### config.mk
export PLATFORM = sky130hd
export DESIGN_NAME = lc3_sequencer
export DESIGN_NICKNAME = d
export VERILOG_FILES = /design/src/rtl/lc3_ctrl_pkg.sv /design/src/rtl/lc3_opdecode.sv /design/src/rtl/lc3_sequencer.sv
export SDC_FILE = /design/constraint.sdc
export NUM_CORES = 1
export LEC_CHECK = 0
export ABC_AREA = 1
export CAP_MARGIN = 10
export CORE_MARGIN = 8
export CORE_UTILIZATION = 45
export CTS_CLUSTER_DIAMETER = 40
export DETAILED_ROUTE_END_ITERATION = 7
export HOLD_SLACK_MARGIN = 0.06
export PLACE_DENSITY = 0.8
export REMOVE_ABC_BUFFERS = 1
export SLEW_MARGIN = 20
export SYNTH_ARGS = -nofsm -noshare
export SYNTH_HDL_FRONTEND = slang
export SYNTH_SLANG_ARGS = --single-unit
### constraint.sdc
create_clock -name clk -period 1.9 [get_ports clk]
set_input_delay 0.38 -clock clk [delete_from_list [all_inputs] [get_ports clk]]
set_output_delay 0.38 -clock clk [all_outputs]
set_load 0.01 [all_outputs]
### src/rtl/lc3_ctrl_pkg.sv
// Shared types and encodings for the LC-3 control sequencer.
package lc3_ctrl_pkg;

    typedef enum logic [3:0] {
        IDLE,
        FETCH0,
        FETCH1,
        FETCH2,
        DECODE,
        EX_ALU,
        EX_LEA,
        EX_BR,
        EX_JMP,
        ADDR,
        MEM_RD,
        WB,
        ST_DATA,
        ST_WR,
        HALT
    } state_t;

    typedef enum logic [2:0] {
        CLS_ALU,
        CLS_LEA,
        CLS_BR,
        CLS_JMP,
        CLS_LOAD,
        CLS_STORE,
        CLS_HALT
    } iclass_t;

    localparam logic [3:0] OP_BR   = 4'b0000;
    localparam logic [3:0] OP_ADD  = 4'b0001;
    localparam logic [3:0] OP_LD   = 4'b0010;
    localparam logic [3:0] OP_ST   = 4'b0011;
    localparam logic [3:0] OP_AND  = 4'b0101;
    localparam logic [3:0] OP_LDR  = 4'b0110;
    localparam logic [3:0] OP_STR  = 4'b0111;
    localparam logic [3:0] OP_NOT  = 4'b1001;
    localparam logic [3:0] OP_JMP  = 4'b1100;
    localparam logic [3:0] OP_LEA  = 4'b1110;
    localparam logic [3:0] OP_TRAP = 4'b1111;

    localparam logic [1:0] ALU_ADD  = 2'b00;
    localparam logic [1:0] ALU_AND  = 2'b01;
    localparam logic [1:0] ALU_NOT  = 2'b10;
    localparam logic [1:0] ALU_PASS = 2'b11;

    localparam logic [1:0] PC_INC = 2'b00;
    localparam logic [1:0] PC_EAB = 2'b01;
    localparam logic [1:0] PC_BUS = 2'b10;

    localparam logic [1:0] EAB2_ZERO  = 2'b00;
    localparam logic [1:0] EAB2_OFF6  = 2'b01;
    localparam logic [1:0] EAB2_OFF9  = 2'b10;
    localparam logic [1:0] EAB2_OFF11 = 2'b11;

    localparam int unsigned MEM_WAIT_MAX = 7;

endpackage

### src/rtl/lc3_opdecode.sv
// Opcode classifier: maps IR[15:12] to an instruction class, base-register
// addressing flag (LDR/STR) and an unsupported-opcode flag.
module lc3_opdecode
    import lc3_ctrl_pkg::*;
(
    input  logic [3:0] opcode,
    output logic [2:0] cls,
    output logic       base_reg,
    output logic       illegal
);

    always_comb begin
        cls      = CLS_HALT;
        base_reg = 1'b0;
        illegal  = 1'b0;
        case (opcode)
            OP_ADD, OP_AND, OP_NOT: cls = CLS_ALU;
            OP_LEA:                 cls = CLS_LEA;
            OP_BR:                  cls = CLS_BR;
            OP_JMP:                 cls = CLS_JMP;
            OP_LD:                  cls = CLS_LOAD;
            OP_ST:                  cls = CLS_STORE;
            OP_LDR: begin
                cls      = CLS_LOAD;
                base_reg = 1'b1;
            end
            OP_STR: begin
                cls      = CLS_STORE;
                base_reg = 1'b1;
            end
            OP_TRAP:                cls = CLS_HALT;
            default:                illegal = 1'b1;
        endcase
    end

endmodule

### src/rtl/lc3_sequencer.sv
// Multi-cycle LC-3 control FSM: fetch/decode/execute sequencing with
// memory wait states, retired-instruction counter and sticky illegal flag.
module lc3_sequencer
    import lc3_ctrl_pkg::*;
#(
    parameter int unsigned MEM_WAIT = 0
) (
    input  logic        clk,
    input  logic        reset,
    input  logic        run,
    input  logic [15:0] IR,
    input  logic        N,
    input  logic        Z,
    input  logic        P,
    output logic [1:0]  aluControl,
    output logic        enaALU,
    output logic        enaMARM,
    output logic        enaMDR,
    output logic        enaPC,
    output logic        selMAR,
    output logic        selEAB1,
    output logic [1:0]  selEAB2,
    output logic        ldPC,
    output logic        ldIR,
    output logic        ldMAR,
    output logic        ldMDR,
    output logic [1:0]  selPC,
    output logic        selMDR,
    output logic [2:0]  SR0,
    output logic [2:0]  SR1,
    output logic [2:0]  DR,
    output logic        regWE,
    output logic        memWE,
    output logic        halted,
    output logic        illegal,
    output logic [15:0] instr_count
);

    localparam int unsigned WAIT_EFF = (MEM_WAIT > MEM_WAIT_MAX) ? MEM_WAIT_MAX : MEM_WAIT;
    localparam logic [2:0]  WAIT_LIM = 3'(WAIT_EFF);

    state_t      state_q, state_d;
    logic [2:0]  wait_q, wait_d;
    logic [15:0] count_q, count_d;
    logic        illegal_q, illegal_d;

    logic [2:0]  dec_cls;
    iclass_t     cls;
    logic        base_reg;
    logic        dec_illegal;
    logic        wait_done;
    logic        retire;
    logic        unused_ir;

    lc3_opdecode u_opdecode (
        .opcode   (IR[15:12]),
        .cls      (dec_cls),
        .base_reg (base_reg),
        .illegal  (dec_illegal)
    );

    assign cls         = iclass_t'(dec_cls);
    assign wait_done   = (wait_q == WAIT_LIM);
    assign instr_count = count_q;
    assign illegal     = illegal_q;
    assign unused_ir   = ^IR[5:3];

    always_ff @(posedge clk or negedge reset) begin
        if (!reset) begin
            state_q   <= IDLE;
            wait_q    <= '0;
            count_q   <= '0;
            illegal_q <= 1'b0;
        end else begin
            state_q   <= state_d;
            wait_q    <= wait_d;
            count_q   <= count_d;
            illegal_q <= illegal_d;
        end
    end

    always_comb begin
        aluControl = ALU_ADD;
        enaALU     = 1'b0;
        enaMARM    = 1'b0;
        enaMDR     = 1'b0;
        enaPC      = 1'b0;
        selMAR     = 1'b0;
        selEAB1    = 1'b0;
        selEAB2    = EAB2_ZERO;
        ldPC       = 1'b0;
        ldIR       = 1'b0;
        ldMAR      = 1'b0;
        ldMDR      = 1'b0;
        selPC      = PC_INC;
        selMDR     = 1'b0;
        SR0        = '0;
        SR1        = '0;
        DR         = '0;
        regWE      = 1'b0;
        memWE      = 1'b0;
        halted     = 1'b0;
        state_d    = state_q;
        wait_d     = '0;
        count_d    = count_q;
        illegal_d  = illegal_q;
        retire     = 1'b0;

        case (state_q)
            IDLE: begin
                if (run) state_d = FETCH0;
            end
            FETCH0: begin
                enaPC   = 1'b1;
                ldMAR   = 1'b1;
                ldPC    = 1'b1;
                selPC   = PC_INC;
                state_d = FETCH1;
            end
            FETCH1: begin
                ldMDR  = 1'b1;
                selMDR = 1'b1;
                if (wait_done) state_d = FETCH2;
                else           wait_d  = wait_q + 3'd1;
            end
            FETCH2: begin
                enaMDR  = 1'b1;
                ldIR    = 1'b1;
                state_d = DECODE;
            end
            DECODE: begin
                case (cls)
                    CLS_ALU:   state_d = EX_ALU;
                    CLS_LEA:   state_d = EX_LEA;
                    CLS_BR:    state_d = EX_BR;
                    CLS_JMP:   state_d = EX_JMP;
                    CLS_LOAD,
                    CLS_STORE: state_d = ADDR;
                    default: begin
                        state_d   = HALT;
                        illegal_d = illegal_q | dec_illegal;
                    end
                endcase
            end
            EX_ALU: begin
                enaALU = 1'b1;
                regWE  = 1'b1;
                DR     = IR[11:9];
                SR0    = IR[8:6];
                SR1    = IR[2:0];
                case (IR[15:12])
                    OP_AND:  aluControl = ALU_AND;
                    OP_NOT:  aluControl = ALU_NOT;
                    default: aluControl = ALU_ADD;
                endcase
                retire = 1'b1;
            end
            EX_LEA: begin
                enaMARM = 1'b1;
                selEAB2 = EAB2_OFF9;
                regWE   = 1'b1;
                DR      = IR[11:9];
                retire  = 1'b1;
            end
            EX_BR: begin
                ldPC    = (IR[11] & N) | (IR[10] & Z) | (IR[9] & P);
                selPC   = PC_EAB;
                selEAB2 = EAB2_OFF9;
                retire  = 1'b1;
            end
            EX_JMP: begin
                ldPC    = 1'b1;
                selPC   = PC_EAB;
                selEAB1 = 1'b1;
                selEAB2 = EAB2_ZERO;
                SR0     = IR[8:6];
                retire  = 1'b1;
            end
            ADDR: begin
                enaMARM = 1'b1;
                ldMAR   = 1'b1;
                if (base_reg) begin
                    selEAB1 = 1'b1;
                    selEAB2 = EAB2_OFF6;
                    SR0     = IR[8:6];
                end else begin
                    selEAB2 = EAB2_OFF9;
                end
                state_d = (cls == CLS_STORE) ? ST_DATA : MEM_RD;
            end
            MEM_RD: begin
                ldMDR  = 1'b1;
                selMDR = 1'b1;
                if (wait_done) state_d = WB;
                else           wait_d  = wait_q + 3'd1;
            end
            WB: begin
                enaMDR = 1'b1;
                regWE  = 1'b1;
                DR     = IR[11:9];
                retire = 1'b1;
            end
            ST_DATA: begin
                SR0        = IR[11:9];
                enaALU     = 1'b1;
                aluControl = ALU_PASS;
                ldMDR      = 1'b1;
                state_d    = ST_WR;
            end
            ST_WR: begin
                memWE = 1'b1;
                if (wait_done) retire = 1'b1;
                else           wait_d = wait_q + 3'd1;
            end
            HALT: begin
                halted = 1'b1;
            end
            default: state_d = IDLE;
        endcase

        // run is only looked at here and in IDLE, so a mid-instruction drop still completes it
        if (retire) begin
            count_d = count_q + 16'd1;
            state_d = run ? FETCH0 : IDLE;
        end
    end

endmodule

---- Word level (Yosys, flattened, before mapping) ----
Index checks and enable logic that the tools add are counted.
operators by class
  add/sub/neg operators ................... 2
  eq/ne operators ......................... 33
  muxes and demuxes ....................... 38
  bitwise logic cells ..................... 7
  reduce and logical (&&, ||, !) cells .... 27
operator list
  operator                 number
  $eq A4 B4 Y1 const B     11
  $pmux W4 S9              1
  $eq A4 B3 Y1 const B     7
  $reduce_or A2 Y1         13
  $pmux W4 S5              1
  $mux W3                  6
  $pmux W3 S6              1
  $mux W1                  17
  $add A16 B1 Y16 const B  1
  $eq A4 B2 Y1 const B     4
  $mux W4                  4
  $pmux W2 S2              3
  $reduce_or A3 Y1         4
  $reduce_or A11 Y1        1
  $ne A3 B3 Y1 const B     3
  $pmux W3 S3              1
  $eq A4 B1 Y1 const B     2
  $logic_not A4 Y1         2
  $reduce_or A7 Y1         1
  $eq A3 B2 Y1 const B     2
  $eq A3 B3 Y1 const B     2
  $logic_not A3 Y1         2
  $pmux W1 S2              3
  $reduce_or A6 Y1         1
  10 further kinds         14
word-level totals
  register bits ........................... 24
  bits of input ports ..................... 22
  output and inout port bits .............. 46
  word-level logic and storage cells ...... 111

---- Logic depth before layout (Yosys ltp) ----
  word-level depth ........................ 8
  mapped depth ............................ 14
  mapped depth without buffers ............ 14

---- Cells and area by module ----
From an unflattened synthesis, not the netlist that was laid out.
unflattened totals
  cell total of the unflattened synthesis .. 332
  area total of the unflattened synthesis .. 2029.4 um2
by module, submodules not included
  module         instances  cells an instance  area each (um2)  seq. area each (um2)
  lc3_sequencer  1          301                1900.6           600.6
  lc3_opdecode   1          31                 128.9            0.0

---- Least setup slack after synthesis ----
Ideal clock, no wire load.
  path type ............................... register to output
  from .................................... register state_q[1]
  to ...................................... output SR0[0]
  data arrival time ....................... 1374 ps
  required time ........................... 1520 ps
  slack ................................... 146 ps
  cell stages (with the launch flop) ...... 8
  path buffers ............................ 0
  path through ............................ dfrtp_1 -> inv_2 -> nand2_1 -> nor2_1 -> inv_1 -> o21ai_1 -> o21ai_0 -> nand2_1
between the ends
  word-level cells in the longest chain between the ends .. 3
  elaborated cells between the ends (all ways) .. 6
  those cells by class .................... 4 x eq/ne; 1 x mux; 1 x reduce/logical
ends and longest elaborated chain
  element                                       line                  source
  start, declared                               lc3_sequencer.sv:42   state_t state_q, state_d;
  start signal, assigned                        lc3_sequencer.sv:75   state_q <= state_d;
  $eq A4 B3 Y1 or $eq A4 B4 Y1 (tied branches)  lc3_sequencer.sv:109  case (state_q)
  $reduce_or A2 Y1 (no source line)             -
  $pmux W3 S3 (*)                               lc3_sequencer.sv:109
  end, declared                                 lc3_sequencer.sv:29   output logic [2:0] SR0,
Mark *: on every way between the ends. The rest lies on a longest branch, timed or not.

---- Final worst setup path ----
  from .................................... register state_q[0]
  to ...................................... output SR0[1]
Same word-level chain as after synthesis.

==> summary.md <==
| Metric | Value |
|---|---|
| Cell area after layout | `3238 µm²` |
| N_diodes | `0` |
| Synth Cell Area | `1886 µm²` |
| YS warnings | `0` |
| Worst-Margin Slew | `0.6029 ns` |
| Final core utilization | `around four fifths` |
| Hold/Removal Path Class | `primary input to asynchronous set/reset pin` |
| Placed standard-cell area | `2884 µm²` |
| Synth Register Bits | `24` |
| Met3 usage | `3.311%` |
| # fillers | `between 200 and 300` |
| Post-Synthesis Cells | `283` |
| RSZ-0062 raised after global routing | `yes` |
| Final Skew | `roughly 0.017 ns` |
| First-pass GRT wire length | `between 9000 and 10000 µm` |
| Clk slew on worst S/H paths | `0.10 ns` |
| Vias in the first global route | `between 2000 and 2500` |
| Critical path peak fanout | `4` |
| Reg2reg start | `state_q[0]$_DFFE_PN0P_` |
| Final WS setup | `-0.1167 ns` |
| Post-route ant nets | `0` |
| Endpoints failing hold | `0` |
| Setup-failing EPs final | `11` |
| PortBufs | `62` |
| Endpoint class of the critical path | `output pin` |
| Synth cell types | `31` |
| Syn_area_per_cell | `approximately 6.7 µm²` |
| Min Tclk post-route | `2.017 ns` |
| Reg2reg setup slack | `-0.01 ns` |
| WL per Instance | `between 15 and 20 µm` |
| CP startpoint | `state_q[0]$_DFFE_PN0P_` |
| CP required | `1.52 ns` |
| DR DRC count | `0` |
| CP max stage cell | `dfrtp_1` |
| Rows | `23` |
| GRT Util Overall | `approximately 18%` |
| CP cell instances | `inv_2 > buf_6 > nand2_4 > nor2_4 > inv_2 > o21ai_4 > buf_6 > o21ai_1 > nand2_1 > buf_2` |
| Worst Setup EP | `SR0[1]` |
| Total grt overflow | `0` |
| WS Path Type | `register to output pin` |
| DP HPWL | `4624 µm` |
| GRT Max-Usage Layer | `met2` |
| IO Count | `68` |
| Final period utilization | `106.1%` |
| Clk_lat worst skew | `0.27 ns` |
| Root Driver | `clkbuf_8` |
| Async S/R FF share, synth | `100.0%` |
| Initial antenna violation count | `0` |
| Largest area contributor in the netlist | `dfrtp_1` |
| M2 GR Usage | `32.88%` |
| Max cap viols | `0` |
| WP data arrival | `1.64 ns` |
| Vias per inst | `5.351` |
| R2R depth | `13` |
| Primary FF master, synth | `dfrtp_1` |
| Area growth syn-to-layout | `71.73%` |
| Peak supply drop | `698.4 µV` |
| Cell with the most instances after synthesis | `nand2_1` |
| Internal | `2.109 mW` |
| Number of enable flip-flop cells after synthesis | `0` |
| Failing checks | `setup timing` |
| Dominant cells by area after synthesis | `dfrtp_1 32%, nand2_1 15%, inv_1 9.6%` |
| Share of layout cells above drive strength 1 | `~35%` |
| Drt first-iter violations | `109` |
| Final Max Slew Viols | `0` |
| Pwr dens | `1162 nW/µm²` |
| R2r endpoint | `state_q[0]$_DFFE_PN0P_` |
| Pin count of the biggest net entering global routing | `25` |
| Fin Hold WS | `approximately 0.46 ns` |
| Num CTS Buffers | `3` |
| Die width | `80.73 µm` |
| Clock sinks | `24` |
| Switching portion of total power | `between 40% and 50%` |
| Max Buffers Root-to-Sink | `2` |
| Share of the synthesized area in the top cell type | `roughly a third` |
| DR pass1 iterations | `4` |
| Post-cts hold buffer count | `0` |
| Placer Congestion | `0.8762` |
| Switch Pwr | `1.653 mW` |
| Outcome | `finished, violations left` |
| Register area share after synthesis | `31.85%` |
| Sequential power share | `20.0%` |
| Comb power frac | `67.9%` |
| Lkg Pwr | `1.760 nW` |
| TritonCTS clock tree | `done` |
| Core area | `4029 µm²` |
| WL final | `7494 µm` |
| Slew HR | `just under 60%` |
| Clock share of power | `12.1%` |
| F_max | `a little under 500 MHz` |
| Initial core utilization | `between 40% and 50%` |
| Final #Nets | `440` |
| Critical Path Max Stage Delay | `between 0.4 and 0.5 ns` |
| DIE HEIGHT | `80.73 µm` |
| Met1 global-route usage | `between 10% and 20%` |
| Synth top cells by count | `74 x nand2_1, 48 x inv_1, 32 x nor2_1` |
| CTS H-tree depth | `1` |
| Die area | `6517 µm²` |
| Total power | `between 3 and 4 mW` |
| Worst setup SP type | `register` |
| Routed vias | `2472` |
critical path, delay by kind of cell (launching register included):
family                 cells  cell delay (ns)
flip-flops                 1             0.47
AO/OA/AOI/OAI              2             0.19
AND/OR/NAND/NOR            3             0.17
buffers and inverters      5             0.54
cell usage in the layout (no fill, tap or decap), types with 11 or more instances in the layout:
cell	Yosys	layout
buf_2	0	13
nor3_1	11	11
dfrtp_1	24	23
nor2_4	3	13
nand3_1	15	12
clkdlybuf4s50_1	0	32
buf_4	2	52
inv_1	48	43
xor2_1	11	11
nor2_1	32	22
nand2_1	74	66
buf_6	1	13
layout make-up:
cell class,instances,area (µm²),area share [%]
multi-input cells,203,1244,38.41
repair buffers,127,1049,32.38
flip-flops and latches,24,601.8,18.59
inverters,54,210.2,6.492
well taps,50,62.56,1.932
clock buffers,3,41.29,1.275
clock inverters,1,30.03,0.9274
layer usage:
metal	share of wire [%]	wire, µm
met5	0	0
met4	3.7	278
met3	8.3	619
met2	49	3696
met1	39	2899
flip-flops by register name, summed over array words and instances (netlist names):
| signal | cells |
|---|---|
| illegal | 1 |
| instr_count | 16 |
| state_q | 4 |
| wait_q | 3 |
cell families after synthesis:
logic type                 after synthesis  synth area share, %
DFF                                     24                31.85
buffers and inverters                   57                12.14
adders and majority gates                5                3.318
xor gates and xnor gates                15                6.967
AOI/OAI and AO/OA                       26                7.631
other                                    1               0.1989
and+or+nand+nor                        155                37.89
power by group through the flow:
stage               clock network [mW]  logic (mW)  registers, mW
floorplan                            0       0.867          0.749
global placement                     0        1.89          0.720
detailed placement                   0        1.95          0.726
CTS                              0.450        2.00          0.714
global route                     0.472        2.73          0.762
finish                           0.454        2.56          0.753
how the worst min path moves through the flow:
stage                   startpoint                          end  slack [ns]  cells after the start
2_1_floorplan                reset          illegal$_DFFE_PN0P_        0.08                      0
4_1_cts                      reset  instr_count[14]$_DFFE_PN0P_        0.48                      2
3_5_place_dp   wait_q[0]$_DFF_PN0_          wait_q[0]$_DFF_PN0_        0.47                      1
5_1_grt                      reset  instr_count[12]$_DFFE_PN0P_        0.50                      2
6_report                     reset  instr_count[15]$_DFFE_PN0P_        0.46                      2
3_3_place_gp   wait_q[0]$_DFF_PN0_          wait_q[0]$_DFF_PN0_        0.46                      1
per-stage QoR:
stage | std cells | setup TNS, ns | setup slack [ns]
6_report | 462 | -0.4301 | -0.1167
5_1_grt | 462 | -1.664 | -0.1716
4_1_cts | 448 | -0.6438 | -0.1257
3_5_place_dp | 438 | -6.533 | -0.6029
3_3_place_gp | 438 | -5.740 | -0.5204
2_1_floorplan | 281 | 0 | 0.1458
timing repair:
action                     4_1_cts  5_1_grt
pin swaps                        4       14
gates cloned                     0        0
setup buffers                    6       14
setup endpoints to repair       32       28
gates resized for setup         77       88
(Power assumes the default switching activity.)
